===== config.mk =====
export PLATFORM = sky130hd
export DESIGN_NAME = mix_col_dec
export DESIGN_NICKNAME = d
export VERILOG_FILES = /design/src/rtl/aes_pkg.sv /design/src/rtl/inv_mix_column.sv /design/src/rtl/mix_col_dec.sv
export SDC_FILE = /design/constraint.sdc
export NUM_CORES = 1
export LEC_CHECK = 0
export BUFFER_PORTS_ARGS = -buffer_cell sky130_fd_sc_hd__buf_2
export CORE_ASPECT_RATIO = 0.75
export CORE_UTILIZATION = 52
export DETAILED_ROUTE_END_ITERATION = 10
export PLACE_DENSITY_LB_ADDON = 0.08
export SETUP_SLACK_MARGIN = 0.5
export SLEW_MARGIN = 40
export SYNTH_ARGS = -nofsm -noshare
export SYNTH_HDL_FRONTEND = slang
export SYNTH_SLANG_ARGS = --single-unit

===== constraint.sdc =====
create_clock -name Clk -period 0.8 [get_ports Clk]
set_input_delay 0 -clock Clk [delete_from_list [all_inputs] [get_ports Clk]]
set_output_delay 0 -clock Clk [all_outputs]
set_load 0.02 [all_outputs]

===== src/rtl/aes_pkg.sv =====
// AES GF(2^8) helpers shared by the inverse-cipher datapath stages.
package aes_pkg;

    // Low byte of the AES field polynomial x^8+x^4+x^3+x+1
    localparam logic [7:0] RED_POLY = 8'h1b;

    typedef logic [7:0]  byte_t;
    typedef logic [31:0] word_t;

    // Multiply by x (0x02) with reduction when bit 7 is shifted out
    function automatic byte_t xtime(input byte_t a);
        return {a[6:0], 1'b0} ^ (a[7] ? RED_POLY : 8'h00);
    endfunction

    // 0x09 = x^3 + 1
    function automatic byte_t gmul09(input byte_t a);
        byte_t x2, x4, x8;
        x2 = xtime(a);
        x4 = xtime(x2);
        x8 = xtime(x4);
        return x8 ^ a;
    endfunction

    // 0x0b = x^3 + x + 1
    function automatic byte_t gmul0b(input byte_t a);
        byte_t x2, x4, x8;
        x2 = xtime(a);
        x4 = xtime(x2);
        x8 = xtime(x4);
        return x8 ^ x2 ^ a;
    endfunction

    // 0x0d = x^3 + x^2 + 1
    function automatic byte_t gmul0d(input byte_t a);
        byte_t x2, x4, x8;
        x2 = xtime(a);
        x4 = xtime(x2);
        x8 = xtime(x4);
        return x8 ^ x4 ^ a;
    endfunction

    // 0x0e = x^3 + x^2 + x
    function automatic byte_t gmul0e(input byte_t a);
        byte_t x2, x4, x8;
        x2 = xtime(a);
        x4 = xtime(x2);
        x8 = xtime(x4);
        return x8 ^ x4 ^ x2;
    endfunction

endpackage


===== src/rtl/inv_mix_column.sv =====
// Combinational InvMixColumns of one 32-bit state column (row 0 in the MSB byte).
module inv_mix_column
    import aes_pkg::*;
(
    input  logic [31:0] col,
    output logic [31:0] res
);

    byte_t a0, a1, a2, a3;
    byte_t b0, b1, b2, b3;

    assign a0 = col[31:24];
    assign a1 = col[23:16];
    assign a2 = col[15:8];
    assign a3 = col[7:0];

    // Each output byte is one row of the circulant matrix {0e,0b,0d,09}
    assign b0 = gmul0e(a0) ^ gmul0b(a1) ^ gmul0d(a2) ^ gmul09(a3);
    assign b1 = gmul09(a0) ^ gmul0e(a1) ^ gmul0b(a2) ^ gmul0d(a3);
    assign b2 = gmul0d(a0) ^ gmul09(a1) ^ gmul0e(a2) ^ gmul0b(a3);
    assign b3 = gmul0b(a0) ^ gmul0d(a1) ^ gmul09(a2) ^ gmul0e(a3);

    assign res = {b0, b1, b2, b3};

endmodule


===== src/rtl/mix_col_dec.sv =====
// Registered AES-128 InvMixColumns: four parallel column transforms feeding
// a single 128-bit output register with one cycle of latency.
module mix_col_dec
    import aes_pkg::*;
(
    input  logic         Clk,
    input  logic         Rst_n,
    input  logic [127:0] In,
    output logic [127:0] Out
);

    logic [127:0] mix_p0;

    // Column c occupies In[127-32c -: 32]; columns are independent
    for (genvar c = 0; c < 4; c++) begin : g_col
        inv_mix_column u_col (
            .col (In[127-32*c -: 32]),
            .res (mix_p0[127-32*c -: 32])
        );
    end

    // Output register: loads every edge, cleared asynchronously by reset
    always_ff @(posedge Clk or negedge Rst_n) begin
        if (!Rst_n) begin
            Out <= '0;
        end else begin
            Out <= mix_p0;
        end
    end

endmodule


==> qor.txt, run 1 <==
==========================================================================
Result of the run ........................................... did not finish
Halt point of the flow ...................................... clock tree synthesis
Stop err .................................................... [ERROR DPL-0038] Utilization greater than 100%, impossible to legalize
Half-perimeter wire length of the detailed placement result .     29630 µm
Count of distinct cell types in the synthesized netlist .....           16
Area after detailed placement ...............................    18080 µm²
Post-synthesis sequential element count .....................          128
Sequential share of the synthesized area ....................       26.50%
Mean Syn Cell Area ..........................................    12.86 µm²
Clock root buffer master .................................... sky130_fd_sc_hd__clkbuf_16
Port Buffers ................................................          257
Synthesized Nets ............................................         1070
Number of setup buffers added after CTS .....................          103
Post-placement cell count ...................................         1799
Post_cts resized ............................................          821
Number of warning messages in the yosys log .................            0
Cell area after technology mapping ..........................    12090 µm²
Number of buffers added by the clock tree synthesis step ....           17
Chip Width ..................................................     178.0 µm
Number of top-level pins ....................................          258
Post-synthesis instance total ...............................          940
CTS Buffer Depth ............................................            2
Vert. Die Dim ...............................................     134.0 µm
RD Place Congestion .........................................       0.9051
Number of rows in the core area .............................           47
H-tree depth ................................................            4
Starting density of the core ................................       53.94%
Clk sink count ..............................................          128
==========================================================================
-- cell usage after synthesis --
cell type	instances	area (µm²)
sky130_fd_sc_hd__buf_1	1	3.750
sky130_fd_sc_hd__buf_2	32	160.2
sky130_fd_sc_hd__buf_4	7	52.55
sky130_fd_sc_hd__buf_6	2	22.52
sky130_fd_sc_hd__clkbuf_1	24	90.09
sky130_fd_sc_hd__dfrtp_1	128	3203
sky130_fd_sc_hd__inv_1	1	3.750
sky130_fd_sc_hd__xnor2_1	481	4213
sky130_fd_sc_hd__xnor2_2	15	244.0
sky130_fd_sc_hd__xnor2_4	6	165.2
sky130_fd_sc_hd__xnor3_1	105	2365
sky130_fd_sc_hd__xnor3_2	5	118.9
sky130_fd_sc_hd__xor2_1	111	972.2
sky130_fd_sc_hd__xor2_2	7	113.9
sky130_fd_sc_hd__xor3_1	14	332.8
sky130_fd_sc_hd__xor3_2	1	25.02
-- cell families after synthesis --
family / share of synthesized area (%)
XOR/XNOR: 70.74
buffers and inverters: 2.754
flip-flops: 26.50
-- through the flow --
step / util [%] / setup WS (ns)
after floorplan: - / -0.7314
after global placement: 80.68 / -0.8622
after detailed placement: 80.68 / -0.8924
==> run 2, diff against run 1 <==
- CORE_ASPECT_RATIO: 0.75 -> default
- CORE_UTILIZATION: 52 -> 37
- PLACE_DENSITY_LB_ADDON: 0.08 -> 0.15
- SETUP_SLACK_MARGIN: 0.5 -> default
==> qor.txt, run 2 <==
=================================================================================================================
Number of DRC violations after detailed-routing iteration 0 ........................................          275
Max incr delay on CP ...............................................................................      0.50 ns
Path class of the lowest-slack min-delay path ...................................................... primary input to asynchronous set/reset pin
Setup TNS ..........................................................................................    -34.98 ns
Post-placement cell count ..........................................................................         1962   was 1799
Power density cells ................................................................................  2567 nW/µm²
Startpoint class of the critical path .............................................................. primary input
Number of buffers added by the clock tree synthesis step ...........................................           17   unchanged
P&R area growth vs syn .............................................................................       100.2%
Most instantiated flip-flop cell in the synthesis netlist .......................................... sky130_fd_sc_hd__dfrtp_1   unchanged
Static power due to leakage ........................................................................     11.30 nW
Final WS setup .....................................................................................   -0.3036 ns
Dominant combinational cell family by area after synthesis ......................................... XOR/XNOR gates   unchanged
Final hold slack ...................................................................................  -0.01715 ns
Met2 Usage GRT .....................................................................................       43.22%
Arrival time worst endpoint ........................................................................      1.42 ns
Sequential share of the synthesized area ...........................................................       26.50%   unchanged
Crit-path max FO ...................................................................................            2
Arithmetic-cell share of the synthesized area counting full adders, half adders and majority gates .           0%   unchanged
Overall routing resource usage .....................................................................       24.01%
Ratio of final minimum period to clock period ......................................................       137.9%
Count of hold-fix buffers inserted at cts ..........................................................            6
Post-layout instance count excluding filler cells ..................................................         2101
Clock input transition at the sequential cells of the worst setup and hold paths ...................      0.07 ns
Global-route met3 utilization ......................................................................       4.051%
Max Clock Freq .....................................................................................    906.2 MHz
CTS Buffer Depth ...................................................................................            2   unchanged
Most used standard cells in the synthesized netlist ................................................ sky130_fd_sc_hd__xnor2_1, sky130_fd_sc_hd__dfrtp_1, sky130_fd_sc_hd__xor2_1   unchanged
Worst Path Required ................................................................................      1.12 ns
Layout net count ...................................................................................         1783
Via count of the first global-routing pass .........................................................        10147
Clk sink count .....................................................................................          128   unchanged
Proportion of layout cells with a drive suffix above 1 .............................................       69.15%
Global Route met1 Usage ............................................................................       29.64%
Top area cells in the synthesized netlist .......................................................... sky130_fd_sc_hd__xnor2_1, sky130_fd_sc_hd__dfrtp_1, sky130_fd_sc_hd__xnor3_1   unchanged
Final core utilization .............................................................................       75.89%
Critical path start-end classification ............................................................. primary input to register
Number of rows in the core area ....................................................................           65   was 47
Worst rel slew slack ...............................................................................       70.35%
# diodes ...........................................................................................            0
Count of filler cells inserted in the layout .......................................................         1818
Result of the run .................................................................................. complete, but fails checks   was did not finish
Post-synthesis instance total ......................................................................          940   unchanged
Most congested layer reported by global routing ....................................................         met2
Final number of max-transition violations ..........................................................            0
RD Place Congestion ................................................................................       0.8686   was 0.9051
Maximum ir drop on the vdd rail ....................................................................      2447 µV
Largest register FFs ...............................................................................          128
Max-cap check violation count ......................................................................            0
Cell type of the slowest stage on the worst timing path ............................................ sky130_fd_sc_hd__xnor3_2
Maximum number of pins on one net before global-route repair .......................................           30
Fraction of synthesis flops using an asynchronous set or reset pin .................................       100.0%   unchanged
Post-synth top area share ..........................................................................       34.86%   unchanged
Total congestion overflow ..........................................................................            0
Number of flops mapped to enable cells by yosys ....................................................            0   unchanged
Post-Synth XOR/XNOR Area ...........................................................................       70.74%   unchanged
Post-synthesis sequential element count ............................................................          128   unchanged
Antenna violations before repair ...................................................................            0
Post-layout minimum cycle time .....................................................................     1.104 ns
Die Outline Area ...................................................................................    33390 µm²
Critical Path Most Common Cell ..................................................................... sky130_fd_sc_hd__xnor3_1
Largest reg by FF count ............................................................................          Out
Clock root buffer master ........................................................................... sky130_fd_sc_hd__clkbuf_16   unchanged
Half-perimeter wire length of the detailed placement result ........................................     29890 µm   was 29630 µm
Chip Width .........................................................................................     182.7 µm   was 178.0 µm
Count of distinct cell types in the synthesized netlist ............................................           16   unchanged
Final hold violation count .........................................................................            9
Cell area after technology mapping .................................................................    12090 µm²   unchanged
Commonest cells after routing, fill and taps aside ................................................. sky130_fd_sc_hd__buf_4, sky130_fd_sc_hd__buf_6, sky130_fd_sc_hd__xnor2_1
Synth Area in Simple Gates .........................................................................           0%   unchanged
Mean Syn Cell Area .................................................................................    12.86 µm²   unchanged
Drt wl/cell ........................................................................................     19.66 µm
Failing checks ..................................................................................... hold timing, setup timing
Number of top-level pins ...........................................................................          258   unchanged
Top flop regs ......................................................................................     Out x128
Number of warning messages in the yosys log ........................................................            0   unchanged
Most frequent cell after synthesis ................................................................. sky130_fd_sc_hd__xnor2_1   unchanged
Floorplan core area ................................................................................    31880 µm²
Fraction of the mapped netlist area in compound gates ..............................................           0%   unchanged
Final routed wirelength across all metal layers ....................................................     41310 µm
Final Setup Violations .............................................................................          229
Number of buffers and inverters on the critical path ...............................................            1
First-pass GRT wire length .........................................................................     58440 µm
Number of optimization iterations in the first detailed-route pass .................................            4
Cells along the critical path ...................................................................... buf_8 -> xnor3_1 -> xnor3_1 -> xnor3_2 -> xnor2_1
Unrepaired setup endpoints after global routing ....................................................         true
H-tree depth .......................................................................................            4   unchanged
Critical path endpoint category ....................................................................     register
Cell type with the highest aggregate area in the netlist ........................................... sky130_fd_sc_hd__xnor2_1   unchanged
CTS tree ...........................................................................................         done
DR vias/cell .......................................................................................        4.413
Cell family with the largest share of critical-path delay .......................................... XOR/XNOR gates
Total via count in the routed design ...............................................................         9271
Most common cell after layout, fill and taps aside ................................................. sky130_fd_sc_hd__buf_4
Vert. Die Dim ......................................................................................     182.7 µm   was 134.0 µm
Port Buffers .......................................................................................          257   unchanged
Final antenna-violating net count ..................................................................            0
Synthesized Nets ...................................................................................         1070   unchanged
DRC ................................................................................................            0
Starting density of the core .......................................................................       37.91%   was 53.94%
Fraction of synthesized area in multiplexers .......................................................           0%   unchanged
Worst-Margin Slew ..................................................................................    0.4416 ns
=================================================================================================================
run 2: final cells by class:
cell class	count	area [µm²]	area share (%)
Clock inverter	10	135.1	0.5585
Inverter	1	7.507	0.03103
Sequential cell	128	3203	13.24
Tap cell	435	544.3	2.250
Clock buffer	22	464.2	1.919
Multi-Input combinational cell	745	12290	50.79
Timing Repair Buffer	760	7552	31.21
run 2: timing repair:
action / CTS / global route
pin swaps: 178 / 171
cloned: 0 / 0
gates resized for setup: 634 / 266
setup buffers: 74 / 54
endpoints found under the hold margin: 133 / 9
setup endpoints to repair: 245 / 248
run 2: power breakdown:
part	internal, W	switching, W
Sequential	0.0100	0.00193
Clock	0.00504	0.00321
Combinational	0.0243	0.0176
run 2: per-stage QoR:
stage / total power [W] / cell area, µm² / setup slack [ns]
after global routing: 0.06477 / 24190 / -0.3230
after CTS: 0.05930 / 22400 / -0.2480
after global placement: 0.04259 / 18530 / -0.8222
after floorplan: 0.03223 / 14450 / -0.7314
after detailed placement: 0.04274 / 18530 / -0.8299
final: 0.06212 / 24190 / -0.3036
run 2: layer usage:
layer | part of all wire [%] | vias to the layer above
met5 | 0 | -
met2 | 55 | 245
met1 | 39 | 4623
li1 | - | 4346
met3 | 3.8 | 57
met4 | 2.4 | 0
run 2: worst paths after layout:
check	start	to	depth (start not counted)
max in group asynchronous	Rst_n	Out[79]	3
worst min-delay path	Rst_n	Out[110]	2
worst max-delay path	In[125]	Out[107]	5
min in group Clk	In[62]	Out[63]	4
run 2: logic make-up after synthesis:
| group | Yosys count |
|---|---|
| buffers and inverters | 67 |
| DFF | 128 |
| xor gates and xnor gates | 745 |
No activity file was read; power rests on OpenSTA's default activity.
==> run 3, diff against run 2 <==
- ABC_AREA: default -> 1
==> qor.txt, run 3 <==
===============================================================================================
Most used standard cells in the synthesized netlist .............................. sky130_fd_sc_hd__nand2_1, sky130_fd_sc_hd__xor2_1, sky130_fd_sc_hd__inv_1   was sky130_fd_sc_hd__xnor2_1, sky130_fd_sc_hd__dfrtp_1, sky130_fd_sc_hd__xor2_1
Final total power ................................................................    0.05889 W   was 0.06212 W
Half-perimeter wire length of the detailed placement result ......................     51180 µm   was 29890 µm
Worst-Margin Slew ................................................................    0.4098 ns   was 0.4416 ns
Arrival time worst endpoint ......................................................      1.10 ns   was 1.42 ns
Post-synthesis sequential element count ..........................................          128   unchanged
Result of the run ................................................................ complete, but fails checks   unchanged
Unrepaired setup endpoints after global routing ..................................         true   unchanged
Post-synthesis instance total ....................................................         2504   was 940
Post-layout minimum cycle time ...................................................     1.100 ns   was 1.104 ns
Number of optimization iterations in the first detailed-route pass ...............            5   was 4
Number of flops mapped to enable cells by yosys ..................................            0   unchanged
Cell depth of the worst setup path ...............................................            1   was 5
Number of buffers and inverters on the critical path .............................            1   unchanged
Overall routing resource usage ...................................................       27.44%   was 24.01%
Number of rows in the core area ..................................................           77   was 65
Final hold slack .................................................................  -0.04956 ns   was -0.01715 ns
Clock root buffer master ......................................................... sky130_fd_sc_hd__clkbuf_16   unchanged
Clock input transition at the sequential cells of the worst setup and hold paths .      0.07 ns   about the same
Final Setup Violations ...........................................................          182   was 229
H-tree depth .....................................................................            4   unchanged
Most common cell after layout, fill and taps aside ............................... sky130_fd_sc_hd__buf_4   unchanged
Total via count in the routed design .............................................        18545   was 9271
Number of warning messages in the yosys log ......................................            0   unchanged
Drt wl/cell ......................................................................     17.14 µm   was 19.66 µm
Chip Width .......................................................................     215.0 µm   was 182.7 µm
Startpoint of the worst setup timing path ........................................     Out[100]   was In[125]
First-pass GRT wire length .......................................................     97070 µm   was 58440 µm
Worst Path Required ..............................................................      0.80 ns   was 1.12 ns
Clk sink count ...................................................................          128   unchanged
Maximum ir drop on the vdd rail ..................................................      1931 µV   was 2447 µV
Cell area after technology mapping ...............................................    16790 µm²   was 12090 µm²
Count of distinct cell types in the synthesized netlist ..........................           32   was 16
Final routed wirelength across all metal layers ..................................     67490 µm   was 41310 µm
Final antenna-violating net count ................................................            0   unchanged
Antenna violations before repair .................................................            2   was 0
DRC ..............................................................................            0   unchanged
Commonest cells after routing, fill and taps aside ............................... sky130_fd_sc_hd__buf_4, sky130_fd_sc_hd__nand2_1, sky130_fd_sc_hd__nand2_2   was sky130_fd_sc_hd__buf_4, sky130_fd_sc_hd__buf_6, sky130_fd_sc_hd__xnor2_1
Cell type with the highest aggregate area in the netlist ......................... sky130_fd_sc_hd__xor2_1   was sky130_fd_sc_hd__xnor2_1
Vert. Die Dim ....................................................................     215.0 µm   was 182.7 µm
CTS tree .........................................................................         done   unchanged
Floorplan core area ..............................................................    44510 µm²   was 31880 µm²
Via count of the first global-routing pass .......................................        17916   was 10147
P&R area growth vs syn ...........................................................       91.92%   was 100.2%
Top flop regs ....................................................................     Out x128   unchanged
Final WS setup ...................................................................   -0.3005 ns   was -0.3036 ns
Number of top-level pins .........................................................          258   unchanged
Number of buffers added by the clock tree synthesis step .........................           17   unchanged
Most frequent cell after synthesis ............................................... sky130_fd_sc_hd__nand2_1   was sky130_fd_sc_hd__xnor2_1
Die Outline Area .................................................................    46240 µm²   was 33390 µm²
Final core utilization ...........................................................       72.40%   was 75.89%
Ratio of final minimum period to clock period ....................................       137.6%   was 137.9%
Cell type of the slowest stage on the worst timing path .......................... sky130_fd_sc_hd__dfrtp_1   was sky130_fd_sc_hd__xnor3_2
Crit-path max FO .................................................................            1   was 2
Pre-CTS setup slack ..............................................................   -0.7916 ns   was -0.8299 ns
Count of hold-fix buffers inserted at cts ........................................            2   was 6
Worst rel slew slack .............................................................       72.59%   was 70.35%
Path class of the lowest-slack min-delay path .................................... primary input to asynchronous set/reset pin   unchanged
Top area cells in the synthesized netlist ........................................ sky130_fd_sc_hd__xor2_1, sky130_fd_sc_hd__nand2_1, sky130_fd_sc_hd__dfrtp_1   was sky130_fd_sc_hd__xnor2_1, sky130_fd_sc_hd__dfrtp_1, sky130_fd_sc_hd__xnor3_1
Most instantiated flip-flop cell in the synthesis netlist ........................ sky130_fd_sc_hd__dfrtp_1   unchanged
Max Clock Freq ...................................................................    908.7 MHz   was 906.2 MHz
Cell family with the largest share of critical-path delay ........................   flip-flops   was XOR/XNOR gates
Max-cap check violation count ....................................................            0   unchanged
Number of DRC violations after detailed-routing iteration 0 ......................          991   was 275
Fraction of synthesis flops using an asynchronous set or reset pin ...............       100.0%   unchanged
CTS Buffer Depth .................................................................            2   unchanged
Sequential share of the synthesized area .........................................       19.08%   was 26.50%
DR vias/cell .....................................................................        4.710   was 4.413
Cells along the critical path ....................................................        buf_6   was buf_8 -> xnor3_1 -> xnor3_1 -> xnor3_2 -> xnor2_1
Largest register FFs .............................................................          128   unchanged
Critical path endpoint category ..................................................  output port   was register
Final number of max-transition violations ........................................            0   unchanged
Max incr delay on CP .............................................................      0.45 ns   was 0.50 ns
Synthesized Nets .................................................................         2634   was 1070
Total congestion overflow ........................................................            0   unchanged
RD Place Congestion ..............................................................       0.9095   was 0.8686
Layout net count .................................................................         3461   was 1783
Proportion of layout cells with a drive suffix above 1 ...........................       58.22%   was 69.15%
Static power due to leakage ......................................................     16.26 nW   was 11.30 nW
Starting density of the core .....................................................       37.72%   was 37.91%
Maximum number of pins on one net before global-route repair .....................           37   was 30
Post-synth top area share ........................................................       23.32%   was 34.86%
Mean Syn Cell Area ...............................................................    6.706 µm²   was 12.86 µm²
Failing checks ................................................................... hold timing, setup timing   unchanged
Worst setup path endpoint ........................................................     Out[100]   was Out[107]
Power density cells ..............................................................  1827 nW/µm²   was 2567 nW/µm²
Critical path start-end classification ........................................... register to output port   was primary input to register
Largest reg by FF count ..........................................................          Out   unchanged
Final hold violation count .......................................................           16   was 9
Startpoint class of the critical path ............................................     register   was primary input
Port Buffers .....................................................................          257   unchanged
===============================================================================================
run 3: report_power, final:
part / leakage, nW / total [W] / internal (W) / switching [W]
Sequential: 1.50 / 0.0113 / 0.00948 / 0.00184
Clock: 0.260 / 0.00801 / 0.00430 / 0.00371
Combinational: 14.5 / 0.0396 / 0.0187 / 0.0208
Total: 16.3 / 0.0589 / 0.0325 / 0.0264
run 3: worst min path at each step:
stage / from / endpoint / slack, ns
after CTS: Rst_n / Out[5] / -0.1
after floorplan: Rst_n / Out[0] / -0.30
after detailed placement: Rst_n / Out[5] / -0.12
final: Rst_n / Out[5] / -0.05
after global routing: Rst_n / Out[5] / -0.05
after global placement: Rst_n / Out[5] / -0.12
run 3: through the flow:
stage	cell area (µm²)	TNS (ns)	cells	hold slack (ns)
after global routing	32220	-36.63	3937	-0.05458
after floorplan	20030	-29.05	2504	-0.2956
final	32220	-28.94	3937	-0.04956
after detailed placement	25160	-75.89	3812	-0.1207
after global placement	25160	-73.32	3812	-0.1207
after CTS	28000	-31.46	3868	-0.09625
run 3: logic make-up (layout without fill, tap and decap cells):
logic type / after synthesis / in the layout / share of synthesized area (%)
XOR/XNOR: 690 / 690 / 38.68
flip-flops: 128 / 128 / 19.08
AO/OA/AOI/OAI: 4 / 4 / 0.1491
buffers and inverters: 374 / 1214 / 9.613
AND/OR/NAND/NOR: 1308 / 1308 / 32.48
other: 0 / 1 / 0
run 3: area by class of cell:
cell class                      instances  area [µm²]
Clock inverter                         14       133.9
Timing Repair Buffer                  887        8090
Clock buffer                           18       429.2
Sequential cell                       128        3203
Fill cell                            3212       12290
Tap cell                              592       740.7
Inverter                              295        1470
Antenna cell                            1       2.502
Multi-Input combinational cell       2002       18150
run 3: what timing repair did:
item | in CTS | in global routing
hold endpoints to repair | 129 | 16
setup endpoints to repair | 236 | 244
setup buffers | 28 | 85
resized for setup | 534 | 839
pin swaps | 168 | 462
gates cloned | 1 | 1
run 3: metal layers:
layer	wire (µm)	up-vias	global-route usage [%]
li1	-	8998	-
met4	1978	2	9.362
met1	27820	8970	35.15
met3	2810	103	3.907
met2	34870	472	47.09
met5	8	-	0
==> run 4, diff against run 3 <==
- CELL_PAD_IN_SITES_DETAIL_PLACEMENT: default -> 0
- CELL_PAD_IN_SITES_GLOBAL_PLACEMENT: default -> 1
==> qor.txt, run 4 (synthesis results as in run 3) <==
===============================================================================================
Final number of max-transition violations ........................................            0   unchanged
Max Clock Freq ...................................................................    921.8 MHz   was 908.7 MHz
Clock input transition at the sequential cells of the worst setup and hold paths .      0.07 ns   about the same
CTS Buffer Depth .................................................................            2   unchanged
RD Place Congestion ..............................................................       0.9198   was 0.9095
# diodes .........................................................................            0   was 1
Number of rows in the core area ..................................................           77   unchanged
Total via count in the routed design .............................................        18549   was 18545
Total congestion overflow ........................................................            0   unchanged
Worst-Margin Slew ................................................................    0.4460 ns   was 0.4098 ns
Drt wl/cell ......................................................................     17.53 µm   was 17.14 µm
Number of buffers and inverters on the critical path .............................            1   unchanged
Final WS setup ...................................................................   -0.2848 ns   was -0.3005 ns
DRC ..............................................................................            0   unchanged
Number of buffers added by the clock tree synthesis step .........................           17   unchanged
Power density cells ..............................................................  1801 nW/µm²   was 1827 nW/µm²
Path class of the lowest-slack min-delay path .................................... primary input to asynchronous set/reset pin   unchanged
Final total power ................................................................    0.06012 W   was 0.05889 W
Number of top-level pins .........................................................          258   unchanged
Final core utilization ...........................................................       74.99%   was 72.40%
Vert. Die Dim ....................................................................     215.0 µm   unchanged
Antenna violations before repair .................................................            0   was 2
Max-cap check violation count ....................................................            0   unchanged
Startpoint of the worst setup timing path ........................................      Out[57]   was Out[100]
Maximum number of pins on one net before global-route repair .....................           40   was 37
Unrepaired setup endpoints after global routing ..................................         true   unchanged
Final hold violation count .......................................................           15   was 16
Max incr delay on CP .............................................................      0.45 ns   about the same
Final Setup Violations ...........................................................          171   was 182
Cells along the critical path ....................................................        buf_6   unchanged
CTS tree .........................................................................         done   unchanged
Commonest cells after routing, fill and taps aside ............................... sky130_fd_sc_hd__buf_4, sky130_fd_sc_hd__nand2_1, sky130_fd_sc_hd__nand2_2   unchanged
Final antenna-violating net count ................................................            0   unchanged
Largest register FFs .............................................................          128   unchanged
Clock root buffer master ......................................................... sky130_fd_sc_hd__clkbuf_16   unchanged
Failing checks ................................................................... hold timing, setup timing   unchanged
Via count of the first global-routing pass .......................................        17883   was 17916
Post-placement cell count ........................................................         3814   was 3812
Top flop regs ....................................................................     Out x128   unchanged
Final hold slack .................................................................  -0.06489 ns   was -0.04956 ns
Clk sink count ...................................................................          128   unchanged
Layout net count .................................................................         3490   was 3461
Half-perimeter wire length of the detailed placement result ......................     52080 µm   was 51180 µm
Result of the run ................................................................ complete, but fails checks   unchanged
Starting density of the core .....................................................       37.72%   unchanged
Most common cell after layout, fill and taps aside ............................... sky130_fd_sc_hd__buf_4   unchanged
H-tree depth .....................................................................            4   unchanged
Critical path start-end classification ........................................... register to output port   unchanged
Static power due to leakage ......................................................     16.68 nW   was 16.26 nW
Critical path endpoint category ..................................................  output port   unchanged
Maximum ir drop on the vdd rail ..................................................      2218 µV   was 1931 µV
Final routed wirelength across all metal layers ..................................     69480 µm   was 67490 µm
Worst rel slew slack .............................................................       70.05%   was 72.59%
Number of optimization iterations in the first detailed-route pass ...............            5   unchanged
Largest reg by FF count ..........................................................          Out   unchanged
Overall routing resource usage ...................................................       27.69%   was 27.44%
Startpoint class of the critical path ............................................     register   unchanged
Chip Width .......................................................................     215.0 µm   unchanged
Proportion of layout cells with a drive suffix above 1 ...........................       59.43%   was 58.22%
Cell family with the largest share of critical-path delay ........................   flip-flops   unchanged
DR vias/cell .....................................................................        4.679   was 4.710
Ratio of final minimum period to clock period ....................................       135.6%   was 137.6%
Arrival time worst endpoint ......................................................      1.08 ns   was 1.10 ns
Cell type of the slowest stage on the worst timing path .......................... sky130_fd_sc_hd__dfrtp_2   was sky130_fd_sc_hd__dfrtp_1
Worst Path Required ..............................................................      0.80 ns   about the same
P&R area growth vs syn ...........................................................       98.79%   was 91.92%
Die Outline Area .................................................................    46240 µm²   unchanged
Count of hold-fix buffers inserted at cts ........................................            4   was 2
Post-layout instance count excluding filler cells ................................         3964   was 3937
Floorplan core area ..............................................................    44510 µm²   unchanged
Post-layout minimum cycle time ...................................................     1.085 ns   was 1.100 ns
Crit-path max FO .................................................................            1   unchanged
First-pass GRT wire length .......................................................     97860 µm   was 97070 µm
Port Buffers .....................................................................          257   unchanged
Number of DRC violations after detailed-routing iteration 0 ......................          789   was 991
===============================================================================================
==> run 4: final timing paths <==
kind,end,slack (ns),cells past startpoint
worst max-delay path,Out[57],-0.28,1
worst min-delay path,Out[5],-0.06,2
max in group asynchronous,Out[120],0.33,3
min in group Clk,Out[118],-0.02,5
==> run 4: through the flow <==
stage               hold slack [ns]  worst slack (ns)  TNS (ns)  area [µm²]
finish                     -0.06489           -0.2848    -28.18       33380
detailed placement          -0.1281           -0.7846    -77.15       25190
floorplan                   -0.2956           -0.3752    -29.05       20030
CTS                         -0.1001           -0.3192    -30.13       28410
global route               -0.05948           -0.3038    -35.33       33380
global placement            -0.1296           -0.7684    -74.55       25190
==> run 4: layer usage <==
metal	global-route usage (%)	up-vias	wire length, µm
met5	0	-	0
li1	-	9033	-
met1	35.46	8942	28400
met2	47.83	446	35940
met3	3.255	128	2773
met4	9.976	0	2371
==> run 4: area by class of cell <==
class	count	area [µm²]
inverter	295	1484
sequential	128	3207
tap	592	740.7
multi-input combinational	2002	18660
timing repair buffer	916	8736
fill	3101	11130
clock buffer	21	440.4
clock inverter	10	113.9
==> run 4: repair_timing <==
| item | in CTS | in global routing |
|---|---|---|
| hold endpoints to repair | 131 | 14 |
| cloned | 0 | 1 |
| setup endpoints to repair | 242 | 242 |
| buffers inserted | 36 | 95 |
| pin swaps | 167 | 494 |
| gates resized for setup | 595 | 933 |
==> run 4: power by group <==
| part | leakage (nW) | internal, W | switching (W) |
|---|---|---|---|
| combinational | 14.9 | 0.0194 | 0.0214 |
| clock | 0.271 | 0.00454 | 0.00332 |
| sequential | 1.50 | 0.00950 | 0.00188 |
| total | 16.7 | 0.0335 | 0.0266 |
